--- src/rtl/ucie_csr_mc_if.sv ---
// ucie_csr_mc_if: host register bus between a bus master and the ucie_csr_mc CSR block.
// Signals
//   write  : write strobe, one cycle per access
//   read   : read strobe, one cycle per access
//   addr   : byte address (word aligned)
//   wdata  : write data
//   rdata  : read data, valid while rvalid=1 (0 otherwise)
//   rvalid : read response strobe, one cycle after read
//   error  : access error, aligned with the response cycle
//   ready  : always 1 (single-cycle accept)
`timescale 1ns/1ps
interface ucie_csr_mc_if #(
  parameter int AWIDTH = 32,
  parameter int DWIDTH = 32
) ();
  logic              write;
  logic              read;
  logic [AWIDTH-1:0] addr;
  logic [DWIDTH-1:0] wdata;
  logic [DWIDTH-1:0] rdata;
  logic              rvalid;
  logic              error;
  logic              ready;

  modport master (output write, read, addr, wdata, input rdata, rvalid, error, ready);
  modport slave  (input write, read, addr, wdata, output rdata, rvalid, error, ready);
endinterface

--- src/rtl/ucie_csr_mc.sv ---
// ucie_csr_mc: multi-channel CSR block for the UCIe PHY test interface.
// One global bank (TOP_CFG, VERSION, IRQ_SUM, DEBUG) plus NUM_CH identical
// channel banks at CH_BASE + c*CH_STRIDE (CTRL, IG_DATA, EG_DATA, STA, IRQ_MASK, CMD).
// Ports
//   i_hclk, i_hreset    : clock, asynchronous active-high reset
//   bus                 : host register bus (slave side), 1-cycle read latency
//   o_intf_pipe_en      : TOP_CFG[12]
//   o_txrx_mode/o_pam4_en/o_pam4_cfg/o_ig_wdata : per-channel config, packed ch0 in LSBs
//   o_ig_wdata_upd/o_eg_rdata_upd/o_fifo_clr    : one-cycle command pulses
//   i_eg_rdata, i_debug : sampled every cycle into EG_DATA / DEBUG
//   i_ig_overflow/i_eg_overflow       : level events into sticky STA[0]/STA[1]
//   i_ig_write_done/i_eg_read_done    : rising-edge events into STA[2]/STA[3]
//   o_irq               : registered OR of (STA & IRQ_MASK) over all channels
`timescale 1ns/1ps
module ucie_csr_mc #(
  parameter int AWIDTH    = 32,
  parameter int DWIDTH    = 32,
  parameter int NUM_CH    = 2,
  parameter int CH_BASE   = 'h100,
  parameter int CH_STRIDE = 'h40
) (
  input  logic                     i_hclk,
  input  logic                     i_hreset,
  ucie_csr_mc_if.slave             bus,
  output logic                     o_intf_pipe_en,
  output logic [2*NUM_CH-1:0]      o_txrx_mode,
  output logic [NUM_CH-1:0]        o_pam4_en,
  output logic [8*NUM_CH-1:0]      o_pam4_cfg,
  output logic [DWIDTH*NUM_CH-1:0] o_ig_wdata,
  output logic [NUM_CH-1:0]        o_ig_wdata_upd,
  output logic [NUM_CH-1:0]        o_eg_rdata_upd,
  output logic [NUM_CH-1:0]        o_fifo_clr,
  input  logic [DWIDTH*NUM_CH-1:0] i_eg_rdata,
  input  logic [NUM_CH-1:0]        i_ig_overflow,
  input  logic [NUM_CH-1:0]        i_eg_overflow,
  input  logic [NUM_CH-1:0]        i_ig_write_done,
  input  logic [NUM_CH-1:0]        i_eg_read_done,
  input  logic [DWIDTH-1:0]        i_debug,
  output logic                     o_irq
);
  localparam int                SHIFT   = $clog2(CH_STRIDE);
  localparam logic [AWIDTH-1:0] BASE_A  = AWIDTH'(CH_BASE);
  localparam logic [DWIDTH-1:0] VERSION = DWIDTH'({16'(NUM_CH), 16'h0002});
  localparam logic [2:0] R_CTRL = 3'd0, R_IG = 3'd1, R_EG = 3'd2,
                         R_STA  = 3'd3, R_MASK = 3'd4, R_CMD = 3'd5;

  logic [DWIDTH-1:0]   top_cfg, debug_q, rdata_q;
  logic                rvalid_q, error_q, irq_q;
  logic [2*NUM_CH-1:0] txrx_q;
  logic [NUM_CH-1:0]   pam4_en_q;
  logic [8*NUM_CH-1:0] pam4_cfg_q;
  logic [DWIDTH-1:0]   ig_q [NUM_CH];
  logic [DWIDTH-1:0]   eg_q [NUM_CH];
  logic [3:0]          sta_q [NUM_CH];
  logic [3:0]          mask_q [NUM_CH];
  logic [3:0]          sta_set [NUM_CH];
  logic [3:0]          sta_clr [NUM_CH];
  logic [NUM_CH-1:0]   ig_upd_q, eg_upd_q, clr_q, ig_done_q, eg_done_q, irq_sum;

  logic [AWIDTH-1:0] ch_rel, ch_idx, ch_off;
  logic              g_hit, c_hit, hit, ro;
  logic [2:0]        reg_sel;
  logic [NUM_CH-1:0] ch_sel, ch_wr;
  logic              acc_rd, acc_err, do_wr;
  logic [DWIDTH-1:0] rd_val;

  // Address decode: channel index and in-bank offset come from the distance to CH_BASE.
  always_comb begin
    ch_rel  = bus.addr - BASE_A;
    ch_idx  = ch_rel >> SHIFT;
    ch_off  = ch_rel & AWIDTH'(CH_STRIDE - 1);
    g_hit   = (bus.addr[1:0] == 2'b00) && (bus.addr < AWIDTH'(16));
    c_hit   = (bus.addr[1:0] == 2'b00) && (bus.addr >= BASE_A) &&
              (ch_idx < AWIDTH'(NUM_CH)) && (ch_off <= AWIDTH'('h14));
    reg_sel = g_hit ? {1'b0, bus.addr[3:2]} : ch_off[4:2];
    ch_sel  = '0;
    for (int c = 0; c < NUM_CH; c++) ch_sel[c] = c_hit && (ch_idx == AWIDTH'(c));
    hit     = g_hit | c_hit;
    ro      = g_hit ? (reg_sel != 3'd0) : (reg_sel == R_EG);
    // Simultaneous read+write performs neither access.
    acc_rd  = bus.read & ~bus.write;
    do_wr   = bus.write & ~bus.read & hit & ~ro;
    acc_err = (bus.read & bus.write) | ((bus.read | bus.write) & ~hit) |
              (bus.write & ~bus.read & hit & ro);
    ch_wr   = ch_sel & {NUM_CH{do_wr}};
  end

  always_comb begin
    for (int c = 0; c < NUM_CH; c++) begin
      irq_sum[c] = |(sta_q[c] & mask_q[c]);
      sta_set[c] = {i_eg_read_done[c] & ~eg_done_q[c], i_ig_write_done[c] & ~ig_done_q[c],
                    i_eg_overflow[c], i_ig_overflow[c]};
      sta_clr[c] = (ch_wr[c] && reg_sel == R_STA) ? bus.wdata[3:0] : 4'h0;
    end
  end

  // Read mux; STA is read before this cycle's set is applied.
  always_comb begin
    rd_val = '0;
    if (g_hit) begin
      case (reg_sel[1:0])
        2'd0:    rd_val = top_cfg;
        2'd1:    rd_val = VERSION;
        2'd2:    rd_val = DWIDTH'(irq_sum);
        default: rd_val = debug_q;
      endcase
    end
    for (int c = 0; c < NUM_CH; c++) begin
      if (ch_sel[c]) begin
        case (reg_sel)
          R_CTRL:  rd_val = DWIDTH'({pam4_cfg_q[c*8 +: 8], 3'b000, pam4_en_q[c], 2'b00,
                                     txrx_q[c*2 +: 2]});
          R_IG:    rd_val = ig_q[c];
          R_EG:    rd_val = eg_q[c];
          R_STA:   rd_val = DWIDTH'(sta_q[c]);
          R_MASK:  rd_val = DWIDTH'(mask_q[c]);
          default: rd_val = '0;
        endcase
      end
    end
  end

  always_ff @(posedge i_hclk or posedge i_hreset) begin
    if (i_hreset) begin
      top_cfg  <= DWIDTH'(32'h0000_1000);
      debug_q  <= '0;
      rdata_q  <= '0;
      rvalid_q <= 1'b0;
      error_q  <= 1'b0;
      irq_q    <= 1'b0;
    end else begin
      debug_q  <= i_debug;
      rvalid_q <= acc_rd;
      rdata_q  <= (acc_rd && hit) ? rd_val : '0;
      error_q  <= acc_err;
      irq_q    <= |irq_sum;
      if (do_wr && g_hit && reg_sel == 3'd0) top_cfg <= bus.wdata;
    end
  end

  always_ff @(posedge i_hclk or posedge i_hreset) begin
    if (i_hreset) begin
      txrx_q     <= '0;
      pam4_en_q  <= '0;
      pam4_cfg_q <= '0;
      ig_upd_q   <= '0;
      eg_upd_q   <= '0;
      clr_q      <= '0;
      ig_done_q  <= '0;
      eg_done_q  <= '0;
      for (int c = 0; c < NUM_CH; c++) begin
        ig_q[c]   <= '0;
        eg_q[c]   <= '0;
        sta_q[c]  <= '0;
        mask_q[c] <= '0;
      end
    end else begin
      for (int c = 0; c < NUM_CH; c++) begin
        eg_q[c]      <= i_eg_rdata[c*DWIDTH +: DWIDTH];
        ig_done_q[c] <= i_ig_write_done[c];
        eg_done_q[c] <= i_eg_read_done[c];
        // Set has priority over a W1C in the same cycle.
        sta_q[c]     <= (sta_q[c] & ~sta_clr[c]) | sta_set[c];
        ig_upd_q[c]  <= ch_wr[c] && reg_sel == R_CMD && bus.wdata[0];
        eg_upd_q[c]  <= ch_wr[c] && reg_sel == R_CMD && bus.wdata[1];
        clr_q[c]     <= ch_wr[c] && reg_sel == R_CMD && bus.wdata[2];
        if (ch_wr[c]) begin
          case (reg_sel)
            R_CTRL: begin
              txrx_q[c*2 +: 2]     <= bus.wdata[1:0];
              pam4_en_q[c]         <= bus.wdata[4];
              pam4_cfg_q[c*8 +: 8] <= bus.wdata[15:8];
            end
            R_IG:    ig_q[c]   <= bus.wdata;
            R_MASK:  mask_q[c] <= bus.wdata[3:0];
            default: ;
          endcase
        end
      end
    end
  end

  always_comb begin
    o_ig_wdata = '0;
    for (int c = 0; c < NUM_CH; c++) o_ig_wdata[c*DWIDTH +: DWIDTH] = ig_q[c];
  end

  assign bus.rdata      = rdata_q;
  assign bus.rvalid     = rvalid_q;
  assign bus.error      = error_q;
  assign bus.ready      = 1'b1;
  assign o_intf_pipe_en = top_cfg[12];
  assign o_txrx_mode    = txrx_q;
  assign o_pam4_en      = pam4_en_q;
  assign o_pam4_cfg     = pam4_cfg_q;
  assign o_ig_wdata_upd = ig_upd_q;
  assign o_eg_rdata_upd = eg_upd_q;
  assign o_fifo_clr     = clr_q;
  assign o_irq          = irq_q;
endmodule

--- src/flat_wrapper.sv ---
// flat-port wrapper written by rule: the top's interface ports become plain ports
module ucie_csr_mc_flat 
#(
  parameter int AWIDTH    = 32,
  parameter int DWIDTH    = 32,
  parameter int NUM_CH    = 2,
  parameter int CH_BASE   = 'h100,
  parameter int CH_STRIDE = 'h40
)
  (i_hclk, i_hreset, o_intf_pipe_en, o_txrx_mode, o_pam4_en, o_pam4_cfg, o_ig_wdata, o_ig_wdata_upd, o_eg_rdata_upd, o_fifo_clr, i_eg_rdata, i_ig_overflow, i_eg_overflow, i_ig_write_done, i_eg_read_done, i_debug, o_irq, bus_write, bus_read, bus_addr, bus_wdata, bus_rdata, bus_rvalid, bus_error, bus_ready);
  ucie_csr_mc_if #(.AWIDTH(AWIDTH), .DWIDTH(DWIDTH)) bus_i ();
  input  logic i_hclk;
  input  logic i_hreset;
  output logic o_intf_pipe_en;
  output logic [2*NUM_CH-1:0] o_txrx_mode;
  output logic [NUM_CH-1:0] o_pam4_en;
  output logic [8*NUM_CH-1:0] o_pam4_cfg;
  output logic [DWIDTH*NUM_CH-1:0] o_ig_wdata;
  output logic [NUM_CH-1:0] o_ig_wdata_upd;
  output logic [NUM_CH-1:0] o_eg_rdata_upd;
  output logic [NUM_CH-1:0] o_fifo_clr;
  input  logic [DWIDTH*NUM_CH-1:0] i_eg_rdata;
  input  logic [NUM_CH-1:0] i_ig_overflow;
  input  logic [NUM_CH-1:0] i_eg_overflow;
  input  logic [NUM_CH-1:0] i_ig_write_done;
  input  logic [NUM_CH-1:0] i_eg_read_done;
  input  logic [DWIDTH-1:0] i_debug;
  output logic o_irq;
  input wire logic [$bits(bus_i.write)-1:0] bus_write;
  input wire logic [$bits(bus_i.read)-1:0] bus_read;
  input wire logic [$bits(bus_i.addr)-1:0] bus_addr;
  input wire logic [$bits(bus_i.wdata)-1:0] bus_wdata;
  output wire logic [$bits(bus_i.rdata)-1:0] bus_rdata;
  output wire logic [$bits(bus_i.rvalid)-1:0] bus_rvalid;
  output wire logic [$bits(bus_i.error)-1:0] bus_error;
  output wire logic [$bits(bus_i.ready)-1:0] bus_ready;
  assign bus_i.write = bus_write;
  assign bus_i.read = bus_read;
  assign bus_i.addr = bus_addr;
  assign bus_i.wdata = bus_wdata;
  assign bus_rdata = bus_i.rdata;
  assign bus_rvalid = bus_i.rvalid;
  assign bus_error = bus_i.error;
  assign bus_ready = bus_i.ready;
  ucie_csr_mc #(.AWIDTH(AWIDTH), .DWIDTH(DWIDTH), .NUM_CH(NUM_CH), .CH_BASE(CH_BASE), .CH_STRIDE(CH_STRIDE)) u_core (.i_hclk(i_hclk), .i_hreset(i_hreset), .bus(bus_i), .o_intf_pipe_en(o_intf_pipe_en), .o_txrx_mode(o_txrx_mode), .o_pam4_en(o_pam4_en), .o_pam4_cfg(o_pam4_cfg), .o_ig_wdata(o_ig_wdata), .o_ig_wdata_upd(o_ig_wdata_upd), .o_eg_rdata_upd(o_eg_rdata_upd), .o_fifo_clr(o_fifo_clr), .i_eg_rdata(i_eg_rdata), .i_ig_overflow(i_ig_overflow), .i_eg_overflow(i_eg_overflow), .i_ig_write_done(i_ig_write_done), .i_eg_read_done(i_eg_read_done), .i_debug(i_debug), .o_irq(o_irq));
endmodule
--- config.mk ---
export PLATFORM = sky130hd
export DESIGN_NAME = ucie_csr_mc_flat
export DESIGN_NICKNAME = d
export VERILOG_FILES = /design/src/rtl/ucie_csr_mc_if.sv /design/src/rtl/ucie_csr_mc.sv /design/src/flat_wrapper.sv
export SDC_FILE = /design/constraint.sdc
export NUM_CORES = 1
export LEC_CHECK = 0
export BUFFER_PORTS_ARGS = -buffer_cell sky130_fd_sc_hd__buf_2
export CAP_MARGIN = 25
export CORE_MARGIN = 1.5
export CORE_UTILIZATION = 35
export CTS_CLUSTER_DIAMETER = 100
export DETAILED_ROUTE_END_ITERATION = 8
export SKIP_LAST_GASP = 1
export SLEW_MARGIN = 5
export SYNTH_ARGS = -nofsm -noshare
export SYNTH_HDL_FRONTEND = slang
export SYNTH_SLANG_ARGS = --single-unit
--- constraint.sdc ---
create_clock -name i_hclk -period 21.1 [get_ports i_hclk]
set_input_delay 2.11 -clock i_hclk [delete_from_list [all_inputs] [get_ports i_hclk]]
set_output_delay 2.11 -clock i_hclk [all_outputs]
set_load 0.005 [all_outputs]
==> run metrics <==
Tot GR Track Use 0.208; proportion of power drawn by the clock network 0.456; DRC violation count after routing 0; fin nets 1345; core area around 0.032 sq mm; post-detail-place hpwl 23300 um; internal cell power 0.000861 W; final setup TNS 0 ns; most frequent cells after synthesis dfrtp_1 (274), mux2_2 (123), a22oi_1 (53), clkbuf_1 (47), nand2_1 (46); CTS Buffer Depth 3; first-pass GRT wire length 53500 um; Die H 184 um; clock skew 0.0109 ns; pwr dens 77.2 mW/mm^2; antenna fix cells 0; Lkg Pwr 7.03 nW; Post-Synthesis Cells 897; Hold Path Class reg2reg; Non-Filler Instances 1630; TritonCTS Buffers 30; Distinct cells, synth 59; drt first pass iters 7; DR vias/cell 5.30; Finished Cell Area 0.0144 sq mm; total number of vias 8635; Worst-path clk slew around 0.06 ns; worst path required time 21.46 ns; postcts setup bufs 0; CP Launch Type primary input; Psw roughly 0.00025 W; Cells after DPL 1574; status finished, final reports clean; final slew viol count 0; Worst slew margin 0.278; initial core utilization 0.358; Comb power frac 0.057; Synth area leaders dfrtp_1 (60%), mux2_2 (12%), a22oi_1 (3.5%); # fillers a little over 3000; clock sinks 275; CTS tree done; smallest hold slack 0.506 ns; Period Utilization, post-route 0.264; most used flip-flop cell after synthesis dfrtp_1; CTS H-tree lvls 1; PostCTS Resize Cnt 0; WP data arrival between 5 and 6 ns; Sequential Power Share 0.487; FF+latch count, synth 275; Cell Area, Synth 0.0114 sq mm; antenna violations before repair 1; wirelength, routed 35100 um; CP endpoint kind flop; ys async rst share 1.00; GR Overflow Total 0; root buffer cell clkbuf_16; Clk Latency, worst-skew pair 0.55 ns; RSZ-0062 raised after global routing no; number of synthesized flops with an enable pin 0; dominant delay contributor by cell family on the critical path simple AND/OR/NAND/NOR gates; Switching Fraction 0.224; final hold vios 0; Hold Buf Count CTS 0; crit-path max cell delay 0.99 ns; Max Freq 180 MHz; most common cell in the netlist dfrtp_1; YS warnings 0; largest net degree at the start of global routing 158; minimum clock period 5.56 ns; placed cell area 0.0134 sq mm; area of the multi-input gates 0.00425 sq mm; Yosys top cell by area dfrtp_1; layout cells sized above 1 0.428; I/O pin cnt 301; maximum vdd drop 59.7 uV; row cnt 65; syn_nets 1069; CP max FO 20; sequential area share after synthesis 0.602; Avg Cell Area, Syn between 10 and 15 sq um; die area 0.0337 sq mm; drt initial violations 465; Buf/Inv on CP 2; Setup-failing EPs final 0; wire per inst around 22 um; chip width 184 um; slowest stage cell on the critical path or4_1; share of the synthesized area in the top cell type 0.600; vias in the first global route 8732; Max Cap Viol 0; Area growth syn-to-layout 25.7%; Crit Path Class in2reg; register area 0.00688 sq mm; GP Congestion 0.776; PortBufs between 200 and 300; Worst-Margin Slew 1.08 ns; post-layout util 0.450; worst reg-to-reg setup slack 19.22 ns; crit-path cells buf_2 > or4_4 > o21a_1 > or4_1 > or2_0 > nor3_4 > buf_4 > a221oi_1; antenna-violating nets left 0
## final cells by class
class / count / share of cell area
tap: 435 / 0.0379
sequential: 275 / 0.479
timing repair buffer: 314 / 0.116
inverter: 12 / 0.00366
multi-input combinational: 540 / 0.296
clock buffer: 46 / 0.0621
clock inverter: 8 / 0.00479
## flip-flops by register name, indices dropped and copies added, names as in the netlist, 4 cells and up
name                cells
u_core.eg_q            64
u_core.o_ig_wdata      64
u_core.bus.rdata       32
u_core.debug_q         32
u_core.top_cfg         32
u_core.o_pam4_cfg      16
u_core.mask_q           8
u_core.sta_q            8
u_core.o_txrx_mode      4
## power groups by stage
stage	clock network, W	registers (W)	logic [W]
2_1_floorplan	0	0.000549	0.0000289
3_3_place_gp	0	0.000550	0.0000630
3_5_place_dp	0	0.000550	0.0000637
4_1_cts	0.000517	0.000540	0.0000641
5_1_grt	0.000542	0.000541	0.0000703
6_report	0.000505	0.000540	0.0000634
## stage by stage
step           power [W]  setup WS (ns)
3_5_place_dp    0.000613          14.67
6_report         0.00111          15.54
2_1_floorplan   0.000578          11.41
4_1_cts          0.00112          15.23
5_1_grt          0.00115          15.22
3_3_place_gp    0.000613          14.85
## worst paths after layout
path / cells past startpoint / endpoint / startpoint
worst max-delay path: 8 / u_core.bus.rdata[19] / bus_addr[10]
worst min-delay path: 1 / u_core.top_cfg[15] / u_core.top_cfg[15]
worst max register to register: 6 / u_core.bus.rdata[1] / u_core.sta_q[5]
worst min register to register: 1 / u_core.top_cfg[15] / u_core.top_cfg[15]
max in group asynchronous: 3 / u_core.o_ig_wdata[34] / i_hreset
min in group asynchronous: 2 / u_core.eg_q[51] / i_hreset
## routing by layer
metal / routed length, um / global-route usage / up-vias
li1: - / - / 3902
met2: 16900 / 0.341 / 300
met4: 632 / 0.0475 / 2
met3: 2080 / 0.0291 / 47
met5: 7 / 0 / -
met1: 15500 / 0.291 / 4384
## logic make-up after synthesis
| family | count (synthesis) | synth area share |
|---|---|---|
| DFF | 275 | 0.602 |
| muxes | 151 | 0.151 |
| buffers and inverters | 82 | 0.0299 |
| other | 1 | 0.000328 |
| and+or+nand+nor | 189 | 0.0923 |
| AOI/OAI and AO/OA | 199 | 0.124 |
## layout by cell type, fill, tap and decap left out, drive strengths merged, types with 14 or more instances in the layout
master	count
a22o	22
a21oi	19
mux2i	18
nor4	27
nor2	35
clkbuf	46
dfrtp	274
buf	314
nand3	14
mux2	129
nand2	46
o21ai	40
a22oi	53
a221oi	31
Note: power is estimated with default switching activity, not from simulation.
